$ cat src/rtl/cv32e40s_data_obi_tracker_if.sv
// cv32e40s_data_obi_tracker_if: transfer type plus the upstream, OBI and response signals of the data OBI tracker
package cv32e40s_data_obi_tracker_pkg;
  typedef struct packed {
    logic [31:0] addr;
    logic        we;
    logic [3:0]  be;
    logic [31:0] wdata;
    logic [1:0]  memtype;
    logic [2:0]  prot;
    logic        dbg;
  } obi_data_req_t;
endpackage

interface cv32e40s_data_obi_tracker_if;
  import cv32e40s_data_obi_tracker_pkg::*;
  logic          valid_i;
  obi_data_req_t trans_i;
  logic          ready_o;
  logic          obi_req_o;
  obi_data_req_t obi_trans_o;
  logic          obi_gnt_i;
  logic          obi_rvalid_i;
  logic [31:0]   obi_rdata_i;
  logic          obi_err_i;
  logic          resp_valid_o;
  logic [31:0]   resp_rdata_o;
  logic          resp_err_o;
  logic          resp_bufferable_o;
  logic          bus_err_o;
  logic [31:0]   bus_err_addr_o;
  modport master (
    input  valid_i, trans_i, obi_gnt_i, obi_rvalid_i, obi_rdata_i, obi_err_i,
    output ready_o, obi_req_o, obi_trans_o, resp_valid_o, resp_rdata_o, resp_err_o,
           resp_bufferable_o, bus_err_o, bus_err_addr_o
  );
  modport slave (
    output valid_i, trans_i, obi_gnt_i, obi_rvalid_i, obi_rdata_i, obi_err_i,
    input  ready_o, obi_req_o, obi_trans_o, resp_valid_o, resp_rdata_o, resp_err_o,
           resp_bufferable_o, bus_err_o, bus_err_addr_o
  );
endinterface

$ cat src/rtl/cv32e40s_data_obi_tracker.sv
// cv32e40s_data_obi_tracker: OBI data address-phase holder, outstanding limiter and in-order response tracker
module cv32e40s_data_obi_tracker
  import cv32e40s_data_obi_tracker_pkg::*;
#(
  parameter int MAX_OUTSTANDING = 2
) (
  input logic                           clk,
  input logic                           rst_n,
  cv32e40s_data_obi_tracker_if.master   bus
);
  localparam int CW = $clog2(MAX_OUTSTANDING + 1);
  localparam int PW = MAX_OUTSTANDING > 1 ? $clog2(MAX_OUTSTANDING) : 1;
  typedef enum logic {TRANSPARENT, REGISTERED} state_t;
  state_t                     state;
  obi_data_req_t              trans_q;
  logic [CW-1:0]              cnt;
  logic [PW-1:0]              wptr, rptr;
  logic [31:0]                fifo_addr [MAX_OUTSTANDING];
  logic [MAX_OUTSTANDING-1:0] fifo_buf;
  logic                       full, issue, pop, pop_buf, bus_err;
  logic [31:0]                bus_err_addr;
  always_comb begin
    full                  = cnt == CW'(MAX_OUTSTANDING);
    bus.obi_req_o         = state == REGISTERED || (bus.valid_i && !full);
    bus.obi_trans_o       = state == REGISTERED ? trans_q : bus.trans_i;
    bus.ready_o           = bus.obi_req_o && bus.obi_gnt_i;
    issue                 = bus.obi_req_o && bus.obi_gnt_i;
    // a response with nothing outstanding is forwarded but never pops the tracker
    pop                   = bus.obi_rvalid_i && cnt != '0;
    pop_buf               = pop && fifo_buf[rptr];
    bus.resp_valid_o      = bus.obi_rvalid_i;
    bus.resp_rdata_o      = bus.obi_rdata_i;
    bus.resp_err_o        = bus.obi_err_i;
    bus.resp_bufferable_o = pop_buf;
    bus.bus_err_o         = bus_err;
    bus.bus_err_addr_o    = bus_err_addr;
  end
  always_ff @(posedge clk or negedge rst_n) begin
    if (!rst_n) begin
      state        <= TRANSPARENT;
      trans_q      <= '0;
      cnt          <= '0;
      wptr         <= '0;
      rptr         <= '0;
      fifo_addr    <= '{default: '0};
      fifo_buf     <= '0;
      bus_err      <= 1'b0;
      bus_err_addr <= '0;
    end else begin
      if (state == TRANSPARENT && bus.obi_req_o && !bus.obi_gnt_i) begin
        state   <= REGISTERED;
        trans_q <= bus.trans_i;
      end else if (state == REGISTERED && bus.obi_gnt_i) begin
        state <= TRANSPARENT;
      end
      cnt <= cnt + CW'(issue) - CW'(pop);
      if (issue) begin
        fifo_addr[wptr] <= bus.obi_trans_o.addr;
        fifo_buf[wptr]  <= bus.obi_trans_o.memtype[0] && bus.obi_trans_o.we;
        wptr            <= wptr == PW'(MAX_OUTSTANDING - 1) ? '0 : wptr + 1'b1;
      end
      if (pop) rptr <= rptr == PW'(MAX_OUTSTANDING - 1) ? '0 : rptr + 1'b1;
      bus_err <= pop_buf && bus.obi_err_i;
      if (pop_buf && bus.obi_err_i) bus_err_addr <= fifo_addr[rptr];
    end
  end
endmodule
$ cat src/flat_wrapper.sv
// flat-port wrapper written by rule: the top's interface ports become plain ports
module cv32e40s_data_obi_tracker_flat import cv32e40s_data_obi_tracker_pkg::*;
#(
  parameter int MAX_OUTSTANDING = 2
)
  (clk, rst_n, bus_valid_i, bus_trans_i, bus_obi_gnt_i, bus_obi_rvalid_i, bus_obi_rdata_i, bus_obi_err_i, bus_ready_o, bus_obi_req_o, bus_obi_trans_o, bus_resp_valid_o, bus_resp_rdata_o, bus_resp_err_o, bus_resp_bufferable_o, bus_bus_err_o, bus_bus_err_addr_o);
  cv32e40s_data_obi_tracker_if bus_i ();
  input logic clk;
  input logic rst_n;
  input wire logic [$bits(bus_i.valid_i)-1:0] bus_valid_i;
  input wire logic [$bits(bus_i.trans_i)-1:0] bus_trans_i;
  input wire logic [$bits(bus_i.obi_gnt_i)-1:0] bus_obi_gnt_i;
  input wire logic [$bits(bus_i.obi_rvalid_i)-1:0] bus_obi_rvalid_i;
  input wire logic [$bits(bus_i.obi_rdata_i)-1:0] bus_obi_rdata_i;
  input wire logic [$bits(bus_i.obi_err_i)-1:0] bus_obi_err_i;
  output wire logic [$bits(bus_i.ready_o)-1:0] bus_ready_o;
  output wire logic [$bits(bus_i.obi_req_o)-1:0] bus_obi_req_o;
  output wire logic [$bits(bus_i.obi_trans_o)-1:0] bus_obi_trans_o;
  output wire logic [$bits(bus_i.resp_valid_o)-1:0] bus_resp_valid_o;
  output wire logic [$bits(bus_i.resp_rdata_o)-1:0] bus_resp_rdata_o;
  output wire logic [$bits(bus_i.resp_err_o)-1:0] bus_resp_err_o;
  output wire logic [$bits(bus_i.resp_bufferable_o)-1:0] bus_resp_bufferable_o;
  output wire logic [$bits(bus_i.bus_err_o)-1:0] bus_bus_err_o;
  output wire logic [$bits(bus_i.bus_err_addr_o)-1:0] bus_bus_err_addr_o;
  assign bus_i.valid_i = bus_valid_i;
  assign bus_i.trans_i = bus_trans_i;
  assign bus_i.obi_gnt_i = bus_obi_gnt_i;
  assign bus_i.obi_rvalid_i = bus_obi_rvalid_i;
  assign bus_i.obi_rdata_i = bus_obi_rdata_i;
  assign bus_i.obi_err_i = bus_obi_err_i;
  assign bus_ready_o = bus_i.ready_o;
  assign bus_obi_req_o = bus_i.obi_req_o;
  assign bus_obi_trans_o = bus_i.obi_trans_o;
  assign bus_resp_valid_o = bus_i.resp_valid_o;
  assign bus_resp_rdata_o = bus_i.resp_rdata_o;
  assign bus_resp_err_o = bus_i.resp_err_o;
  assign bus_resp_bufferable_o = bus_i.resp_bufferable_o;
  assign bus_bus_err_o = bus_i.bus_err_o;
  assign bus_bus_err_addr_o = bus_i.bus_err_addr_o;
  cv32e40s_data_obi_tracker #(.MAX_OUTSTANDING(MAX_OUTSTANDING)) u_core (.clk(clk), .rst_n(rst_n), .bus(bus_i));
endmodule
$ cat config.mk
export PLATFORM = sky130hd
export DESIGN_NAME = cv32e40s_data_obi_tracker_flat
export DESIGN_NICKNAME = d
export VERILOG_FILES = /design/src/rtl/cv32e40s_data_obi_tracker_if.sv /design/src/rtl/cv32e40s_data_obi_tracker.sv /design/src/flat_wrapper.sv
export SDC_FILE = /design/constraint.sdc
export NUM_CORES = 1
export LEC_CHECK = 0
export ABC_AREA = 1
export BUFFER_PORTS_ARGS = -buffer_cell sky130_fd_sc_hd__buf_2
export CAP_MARGIN = 20
export CORE_UTILIZATION = 45
export DETAILED_ROUTE_END_ITERATION = 16
export MAX_ROUTING_LAYER = met4
export PLACE_DENSITY = 0.7
export SLEW_MARGIN = 15
export SYNTH_ARGS = -nofsm -noshare
export SYNTH_HDL_FRONTEND = slang
export SYNTH_SLANG_ARGS = --single-unit
export TNS_END_PERCENT = 30
$ cat constraint.sdc
create_clock -name clk -period 2.2 [get_ports clk]
set_clock_uncertainty 0.2 [all_clocks]
set_input_delay 0.11 -clock clk [delete_from_list [all_inputs] [get_ports clk]]
set_output_delay 0.11 -clock clk [all_outputs]
set_load 0.05 [all_outputs]
# After elaboration in Yosys (flattened, before gate mapping)
# Cells that the tools add are included.
dict set report totals {
  input_bits 113
  reg_bits 179
  elab_cells 62
  out_inout_bits 145
}
dict set report classes {
  reduce_logical 16
  addsub 4
  mux 16
  magnitude_cmp 6
  bitwise 3
  n_eq_ne 1
}
# cell count
set ops {}
lappend ops {{$mux 32} 4}
lappend ops {{$mux 75} 1}
lappend ops {{$bwmux 64} 1}
lappend ops {{$demux 32 s1} 1}
lappend ops {{$logic_and 1x1->1} 11}
lappend ops {{$mux 1} 7}
lappend ops {{$ge 2x2->1 const B} 2}
lappend ops {{$lt 1x2->1 const B} 2}
lappend ops {{$not 1->2} 2}
lappend ops {{$reduce_bool 2->1} 2}
lappend ops {{$add 1x1->1 const B} 2}
lappend ops {{$add 2x1->2} 1}
lappend ops {{$bwmux 2} 1}
lappend ops {{$eq 2x2->1 const B} 1}
lappend ops {{$logic_not 1->1} 2}
lappend ops {{$lt 2x1->1 const B} 1}
lappend ops {{$sub 2x1->2} 1}
lappend ops {{$demux 1 s1} 1}
lappend ops {{$ge 1x1->1 const B} 1}
lappend ops {{$logic_or 1x1->1} 1}
lappend ops {{$not 1->1} 1}

# Depth between registers and ports, before layout
# Gate-level depths: netlist of run 1.
dict set report logic_depth {
  word_depth 7
  mapped_depth 10
}

# Least setup slack after synthesis of run 1
# No wires, ideal clock.
dict set report synth_timing {
  path_kind {register -> register}
  startpoint {register u_core.state}
  endpoint {register u_core.fifo_addr[0] (netlist bit)}
  arrival_ps 2070
  required_ps 1927
  path_stages_with_launch 5
  path_slack_ps -143
  path_cell_list {dfrtp_1 > clkbuf_1 > o21ai_0 > nand4_1 > nand2_1}
}
dict set report synth_between {
  elab_chain_cells 2
}
# item line_no
set synth_lines {}
lappend synth_lines {{start, declared} cv32e40s_data_obi_tracker.sv:14} ;# state_t state;
lappend synth_lines {{start signal, assigned} cv32e40s_data_obi_tracker.sv:40} ;# state <= TRANSPARENT;
lappend synth_lines {{start signal, assigned} cv32e40s_data_obi_tracker.sv:51} ;# state <= REGISTERED;
lappend synth_lines {{start signal, assigned} cv32e40s_data_obi_tracker.sv:54} ;# state <= TRANSPARENT;
lappend synth_lines {{$mux 75} cv32e40s_data_obi_tracker.sv:25} ;# bus.obi_trans_o = state == REGISTERED ? trans_q : bus.trans_i;
lappend synth_lines {{via bus_obi_trans_o[43]} flat_wrapper.sv:18} ;# output wire logic [$bits(bus_i.obi_trans_o)-1:0] bus_obi_trans_o;
lappend synth_lines {{$bwmux 64} cv32e40s_data_obi_tracker.sv:58} ;# fifo_addr[wptr] <= bus.obi_trans_o.addr;
lappend synth_lines {{end signal, assigned by index} cv32e40s_data_obi_tracker.sv:58}
lappend synth_lines {{end, declared} cv32e40s_data_obi_tracker.sv:18} ;# logic [31:0] fifo_addr [MAX_OUTSTANDING];
# The timed path passes the listed nets, and every way through them passes these cells.
# A chain may end at the register's enable or synchronous reset.

# Worst setup path in the final report of run 1
dict set report layout_timing {
  startpoint {register u_core.state}
  endpoint {output port bus_obi_trans_o[50]}
}
dict set report layout_between {
  elab_chain_cells 1
}
# item line_no
set layout_lines {}
lappend layout_lines {{$mux 75} cv32e40s_data_obi_tracker.sv:25}
lappend layout_lines {{end, declared} flat_wrapper.sv:18}
# No other way between the ends.

==> key figures, run 1 <==
Global routing
  – Largest net degree at the start of global routing: 94
  – Initial antenna violation count: 0
  – Gr usage total: 0.2465
  – Vias in the first global route: 7218
  – First-pass GRT wire length: 36.66 mm
  – Remaining global-route overflow: 0

STA
  – Total Neg Setup Slack: 0 ns
  – Worst Max-Slew Pin Slew: 0.7285 ns
  – Hold Vio Cnt, Final: 3
  – Max Slew Vio Count: 0
  – RSZ-0062 raised after global routing: true
  – Min Hold Slack: -0.009092 ns
  – Fmax: 462.7 MHz
  – Slew headroom: 0.5143
  – Final setup fails: 0
  – Fin crit share: 0.9823
  – Tmin final: 2.161 ns

Final layout
  – Area growth from synthesis to layout: 29.84%
  – N_diodes: 0
  – Multi-input gate area: 3003 um^2
  – Fill count: 1518
  – Register area: 4484 um^2
  – Commonest cells after routing, fill and taps aside: nand2_1 (327), dfrtp_1 (177), buf_2 (168)
  – Share of layout cells above drive strength 1: 0.2169
  – Most common cell after layout, fill and taps aside: nand2_1
  – Post-route cell area: 10880 um^2
  – Final nets: 1319

Status
  – Failing checks: design-rule violations, negative hold slack
  – Status: finished with violations

Critical path
  – Critical path class: reg -> out
  – Setup crit start: u_core.state
  – Crit path capture: bus_obi_trans_o[50]
  – Worst R2R Start: u_core.state
  – Worst setup EP type: output port
  – Slowest-stage cell, CP: dfrtp_4
  – Worst R2R Path Depth: 5
  – Worst path required time: 1.89 ns
  – Critical path, cell by cell: buf_16 -> o21ai_0 -> buf_4
  – Reg2reg end: u_core.trans_q[9]
  – Crit start category: flip-flop
  – Critical path fanouts, max: 47
  – CP max stage delay: 0.54 ns
  – Arr. time, crit path: 1.85 ns
  – R2r setup slk: 0.22 ns

Logic synthesis
  – Distinct cells, synth: 22
  – Synthesized flop and latch total: 179
  – Synth Area in Adders: 0.002986
  – Post-Synth Simple-Gate Area: 0.2021
  – Syn_nets: 1105
  – Mean Syn Cell Area: 8.466 um^2
  – Mapped Area: 8382 um^2
  – Largest family of logic cells by synthesized area: simple AND/OR/NAND/NOR gates
  – Seq/Total Area, Yosys: 0.5344
  – Post-synthesis compound-gate area fraction: 0.1090
  – Post-synthesis xor/xnor area fraction: 0.003135
  – Multiplexer area fraction after synthesis: 0.03821
  – Synth Instances: 990
  – Yosys warns: 0

Clock tree
  – Worst-skew pair later-pin latency: 0.41 ns
  – H-tree depth: 4
  – TritonCTS Sinks: 179
  – Clock Path Buffers: 2
  – Total CTS buffers: 17
  – Root Buffer: clkbuf_16
  – TritonCTS clock tree: yes
  – Reg clk slew, reported paths: 0.07 ns

Floorplanning
  – Rows: 49
  – Die width: 138.5 um
  – Die ar.: 19180 um^2
  – Die Y-Extent: 138.5 um
  – Starting Density: 0.4634
  – Core Area: 18090 um^2
  – Io pins: 258

Detailed routing
  – Final wirelength: 22.63 mm
  – DR pass1 iterations: 14
  – DRT iter0 DRCs: 545
  – DRC: 20
  – DR vias: 7352
  – Antenna-violating nets left: 0
  – Via density: 5.084
  – Drt wl/cell: 15.65 um

Placement
  – Routability cong.: 0.8380
  – Placed inst area: 9311 um^2
  – Post-DP HPWL: 13.81 mm
  – Number of port buffers: 193

Worst hold path
  – Hold Crit Class: in -> async

Pwr
  – Power Density: 1506 nW/um^2
  – Static leakage: 0.005752 uW
  – IR drop worst, VDD: 0.7565 mV

Flow run
  – Max-cap violations: 0
[worst min-delay path by stage]
stage	startpoint	depth (start not counted)	endpoint	slack, ns
finish	rst_n	2	u_core.bus.bus_err_addr_o[22]	-0.009
global route	bus_obi_rdata_i[20]	0	bus_resp_rdata_o[20]	0.02
floorplan	rst_n	0	u_core.bus.bus_err_addr_o[0]	-0.39
global placement	rst_n	1	u_core.bus.bus_err_addr_o[22]	-0.12
CTS	rst_n	2	u_core.bus.bus_err_addr_o[22]	0.0009
detailed placement	rst_n	1	u_core.bus.bus_err_addr_o[22]	-0.12
[report_power, final]
part | total [uW] | switching (uW) | internal (uW)
logic | 7430 | 5340 | 2090
clock network | 3320 | 1280 | 2030
registers | 5640 | 856 | 4790
total | 16400 | 7480 | 8910
[state kept, by name (all words and copies together) (netlist names)]
signal	count
u_core.cnt	2
u_core.fifo_addr	64
u_core.bus.bus_err_addr_o	32
u_core.bus.bus_err_o	1
u_core.wptr	1
u_core.fifo_buf	2
u_core.trans_q	75
u_core.rptr	1
u_core.state	1
[metal layers]
layer / vias to the layer above / global-route usage / routed length [um]
met1: 3459 / 0.3190 / 10230
met4: 0 / 0.08457 / 533
met5: - / - / 0
li1: 3595 / - / -
met2: 259 / 0.3919 / 10620
met3: 39 / 0.04295 / 1248
[through the flow]
| stage | cells | worst slack [ns] | util | total power, uW |
|---|---|---|---|---|
| after floorplan | 990 | -0.1426 | - | 11060 |
| after CTS | 1444 | -0.02945 | 0.5971 | 16300 |
| final | 1446 | 0.03884 | 0.6017 | 16390 |
| after detailed placement | 1332 | 0.2211 | 0.5148 | 12770 |
| after global routing | 1446 | -0.06411 | 0.6017 | 17400 |
| after global placement | 1332 | 0.2616 | 0.5148 | 12620 |
[final cells by class]
class / count / share of cell area
Sequential cell: 179 / 0.4121
Multi-Input combinational cell: 619 / 0.2759
Timing Repair Buffer: 300 / 0.1956
Clock buffer: 21 / 0.04415
Inverter: 87 / 0.03001
Tap cell: 229 / 0.02633
Clock inverter: 11 / 0.01598
[cell usage after synthesis]
library cell / n / area [um^2]
o21ai_0: 181 / 905.9
ha_1: 2 / 25.02
dfrtp_1: 179 / 4479
xor2_1: 1 / 8.760
nor2_1: 2 / 7.510
clkbuf_2: 1 / 5.000
buf_2: 32 / 160.2
clkinv_1: 1 / 3.750
nand2_1: 327 / 1227
clkbuf_1: 29 / 108.9
buf_1: 2 / 7.510
nand4_1: 66 / 412.9
nand2_4: 1 / 11.26
buf_4: 39 / 292.8
inv_1: 84 / 315.3
mux2i_1: 32 / 320.3
nand3_2: 3 / 30.03
o21a_1: 1 / 7.510
inv_2: 2 / 7.510
buf_6: 2 / 22.52
xnor2_1: 2 / 17.52
nand3_1: 1 / 5.000
[critical path: cells and delay by family, from the launching register on]
family,cells,cell delay [ns]
flip-flops,1,0.54
buffers and inverters,2,0.49
AO/OA/AOI/OAI,1,0.39
[timing repair]
action,4_1_cts,5_1_grt
cloned,0,1
setup buffers,0,1
pin swaps,0,0
hold endpoints to repair,310,0
endpoints found under the setup margin,34,39
resized for setup,32,26
hold buffers,80,0
[cells by family after synthesis]
logic type	after synthesis
buffers and inverters	192
AO/OA/AOI/OAI	182
multiplexers	32
adder cells (fa/ha/maj)	2
XOR/XNOR	3
AND/OR/NAND/NOR	400
flip-flops	179
(Power assumes the default switching activity.)
==> run 2, diff against run 1 <==
Settings changed: BUFFER_PORTS_ARGS -buffer_cell sky130_fd_sc_hd__buf_2 to default, DONT_BUFFER_PORTS from default to 1, PLACE_DENSITY 0.7 to 0.58.
==> run 2 against run 1 <==
The run still ends with design-rule violations, negative hold slack left. Clock power hardly changed. Non-clock buffer count is 128 lower. Global-route usage is 1.5 points lower. Die area stayed put. Cell count is 8.8% lower. First-iteration DRC count is 8.8% higher. Sequential power is 18% higher. Register-to-register slack better by 0.12 ns. Largest power group is now registers. Highest routed layer unchanged. Sequential share of layout area is 2.0 points higher. Hold slack worse by 0.82 ns. Largest cell class unchanged. Design area is 4.7% lower.
==> key figures, run 2 (synthesis gave the netlist of run 1 again) <==
Status
  – Status: finished with violations (unchanged)
  – Failing checks: design-rule violations, negative hold slack (unchanged)

Clock tree
  – Worst-skew pair later-pin latency: 0.43 ns (was 0.41 ns)
  – Setup bufs post-CTS: 0 (unchanged)
  – Clock Path Buffers: 2 (unchanged)
  – # hold bufs at CTS: 80 (unchanged)
  – TritonCTS clock tree: yes (unchanged)
  – Root Buffer: clkbuf_16 (unchanged)
  – Total CTS buffers: 17 (unchanged)
  – Reg clk slew, reported paths: 0.07 ns (about the same)
  – H-tree depth: 4 (unchanged)
  – TritonCTS Sinks: 179 (unchanged)

Pwr
  – Overall Power: 16140 uW (was 16390 uW)
  – Static leakage: 0.005276 uW (was 0.005752 uW)
  – IR drop worst, VDD: 0.7339 mV (was 0.7565 mV)
  – Power Density: 1556 nW/um^2 (was 1506 nW/um^2)

STA
  – Hold Vio Cnt, Final: 179 (was 3)
  – Min Hold Slack: -0.8268 ns (was -0.009092 ns)
  – RSZ-0062 raised after global routing: false (was true)
  – Slew headroom: 0.6388 (was 0.5143)
  – Final setup fails: 0 (unchanged)
  – Fmax: 463.5 MHz (was 462.7 MHz)
  – Tmin final: 2.157 ns (was 2.161 ns)
  – Worst Max-Slew Pin Slew: 0.5417 ns (was 0.7285 ns)
  – Max Slew Vio Count: 0 (unchanged)
  – Fin crit share: 0.9806 (was 0.9823)

Flow run
  – Max-cap violations: 0 (unchanged)

Critical path
  – Arr. time, crit path: 1.85 ns (about the same)
  – Critical path, cell by cell: buf_12 -> o21ai_1 -> buf_4 (was buf_16 -> o21ai_0 -> buf_4)
  – Slowest-stage cell, CP: dfrtp_4 (unchanged)
  – CP max stage delay: 0.51 ns (was 0.54 ns)
  – Critical path fanouts, max: 61 (was 47)
  – Worst setup EP type: output port (unchanged)
  – Critical path class: reg -> out (unchanged)
  – Worst path required time: 1.89 ns (about the same)
  – Crit start category: flip-flop (unchanged)

Final layout
  – Final nets: 1191 (was 1319)
  – Max reg flops: 75 (unchanged)
  – Post-route cell area: 10370 um^2 (was 10880 um^2)
  – Most common cell after layout, fill and taps aside: nand2_1 (unchanged)
  – Largest register by flop count: u_core.trans_q (unchanged)
  – Commonest cells after routing, fill and taps aside: nand2_1 (327), dfrtp_1 (177), o21ai_0 (108) (was nand2_1 (327), dfrtp_1 (177), buf_2 (168))
  – Area growth from synthesis to layout: 23.75% (was 29.84%)
  – Share of layout cells above drive strength 1: 0.1258 (was 0.2169)

Placement
  – Placed inst area: 8892 um^2 (was 9311 um^2)
  – Post-DP HPWL: 12.68 mm (was 13.81 mm)
  – Routability cong.: 0.7848 (was 0.8380)
  – Number of port buffers: 0 (was 193)

Floorplanning
  – Io pins: 258 (unchanged)
  – Core Area: 18090 um^2 (unchanged)
  – Starting Density: 0.4634 (unchanged)
  – Die width: 138.5 um (unchanged)
  – Die ar.: 19180 um^2 (unchanged)
  – Die Y-Extent: 138.5 um (unchanged)
  – Rows: 49 (unchanged)

Global routing
  – Vias in the first global route: 6445 (was 7218)
  – Remaining global-route overflow: 0 (unchanged)
  – Largest net degree at the start of global routing: 180 (was 94)
  – First-pass GRT wire length: 33.92 mm (was 36.66 mm)
  – Initial antenna violation count: 1 (was 0)
  – Gr usage total: 0.2310 (was 0.2465)

Detailed routing
  – Drt wl/cell: 15.67 um (was 15.65 um)
  – Via density: 5.130 (was 5.084)
  – DR pass1 iterations: 11 (was 14)
  – DRC: 27 (was 20)
  – DRT iter0 DRCs: 593 (was 545)
  – Antenna-violating nets left: 0 (unchanged)
  – DR vias: 6766 (was 7352)
  – Final wirelength: 20.67 mm (was 22.63 mm)

Worst hold path
  – Hold Crit Class: in -> async (unchanged)
-- run 2: changes by cell type in the layout (fill, tap and decap cells not counted), sizes merged --
cell / change
buf: -115
clkbuf: -14
clkinvlp: -4
inv: +4
clkinv: +2
diode: +1
dlygate4sd3: -1
-- run 2: critical path, delay by kind of cell, from the launching register on --
family          cells  cell delay (ns)
compound gates      1             0.40
buf+inv             2             0.49
flops               1             0.51
-- run 2: power by group --
part	switching (uW)	internal, uW	total, uW
clock network	1330	1990	3320
registers	1870	4770	6640
logic	4130	2050	6180
total	7330	8810	16100
-- run 2: area by class of cell --
| type | instances | area, um^2 |
|---|---|---|
| repair buffers | 172 | 1622 |
| flip-flops and latches | 179 | 4484 |
| clock buffers | 19 | 452.9 |
| fillers | 1587 | 7714 |
| multi-input cells | 619 | 3003 |
| well taps | 229 | 286.5 |
| diodes | 1 | 2.502 |
| inverters | 87 | 326.6 |
| clock inverters | 13 | 195.2 |
-- run 2: worst paths after layout --
path | end | from | slack (ns) | cells past startpoint
setup / recovery | bus_obi_trans_o[44] | u_core.state | 0.04 | 3
hold / removal | u_core.trans_q[26] | rst_n | -0.83 | 0
setup reg to reg | u_core.cnt[1] | u_core.cnt[1] | 0.34 | 8
hold reg to reg | u_core.fifo_addr[25] | u_core.fifo_addr[25] | 0.27 | 2
max in group asynchronous | u_core.fifo_addr[62] | rst_n | 2.41 | 0
min in group clk | bus_resp_rdata_o[15] | bus_obi_rdata_i[15] | 0.02 | 0
-- run 2: stage by stage --
stage	setup slack, ns	cells	setup TNS (ns)	utilization
2_1_floorplan	-0.1426	990	-9.051	-
3_3_place_gp	0.3742	1206	0	0.4917
3_5_place_dp	0.3431	1206	0	0.4917
4_1_cts	0.05302	1318	0	0.5730
5_1_grt	0.02197	1319	0	0.5735
6_report	0.04270	1319	0	0.5735
-- run 2: per-layer routing --
metal | vias up | GRT usage | routed length [um] | part of all wire
li1 | 3346 | - | - | -
met1 | 3193 | 0.3106 | 9704 | 0.47
met2 | 206 | 0.3465 | 9417 | 0.46
met3 | 21 | 0.05611 | 1283 | 0.062
met4 | 0 | 0.06801 | 260 | 0.013
met5 | - | - | 0 | 0
-- run 2: what timing repair did --
item,CTS,global route
setup endpoints to repair,1,2
gates resized for setup,1,2
endpoints found under the hold margin,356,179
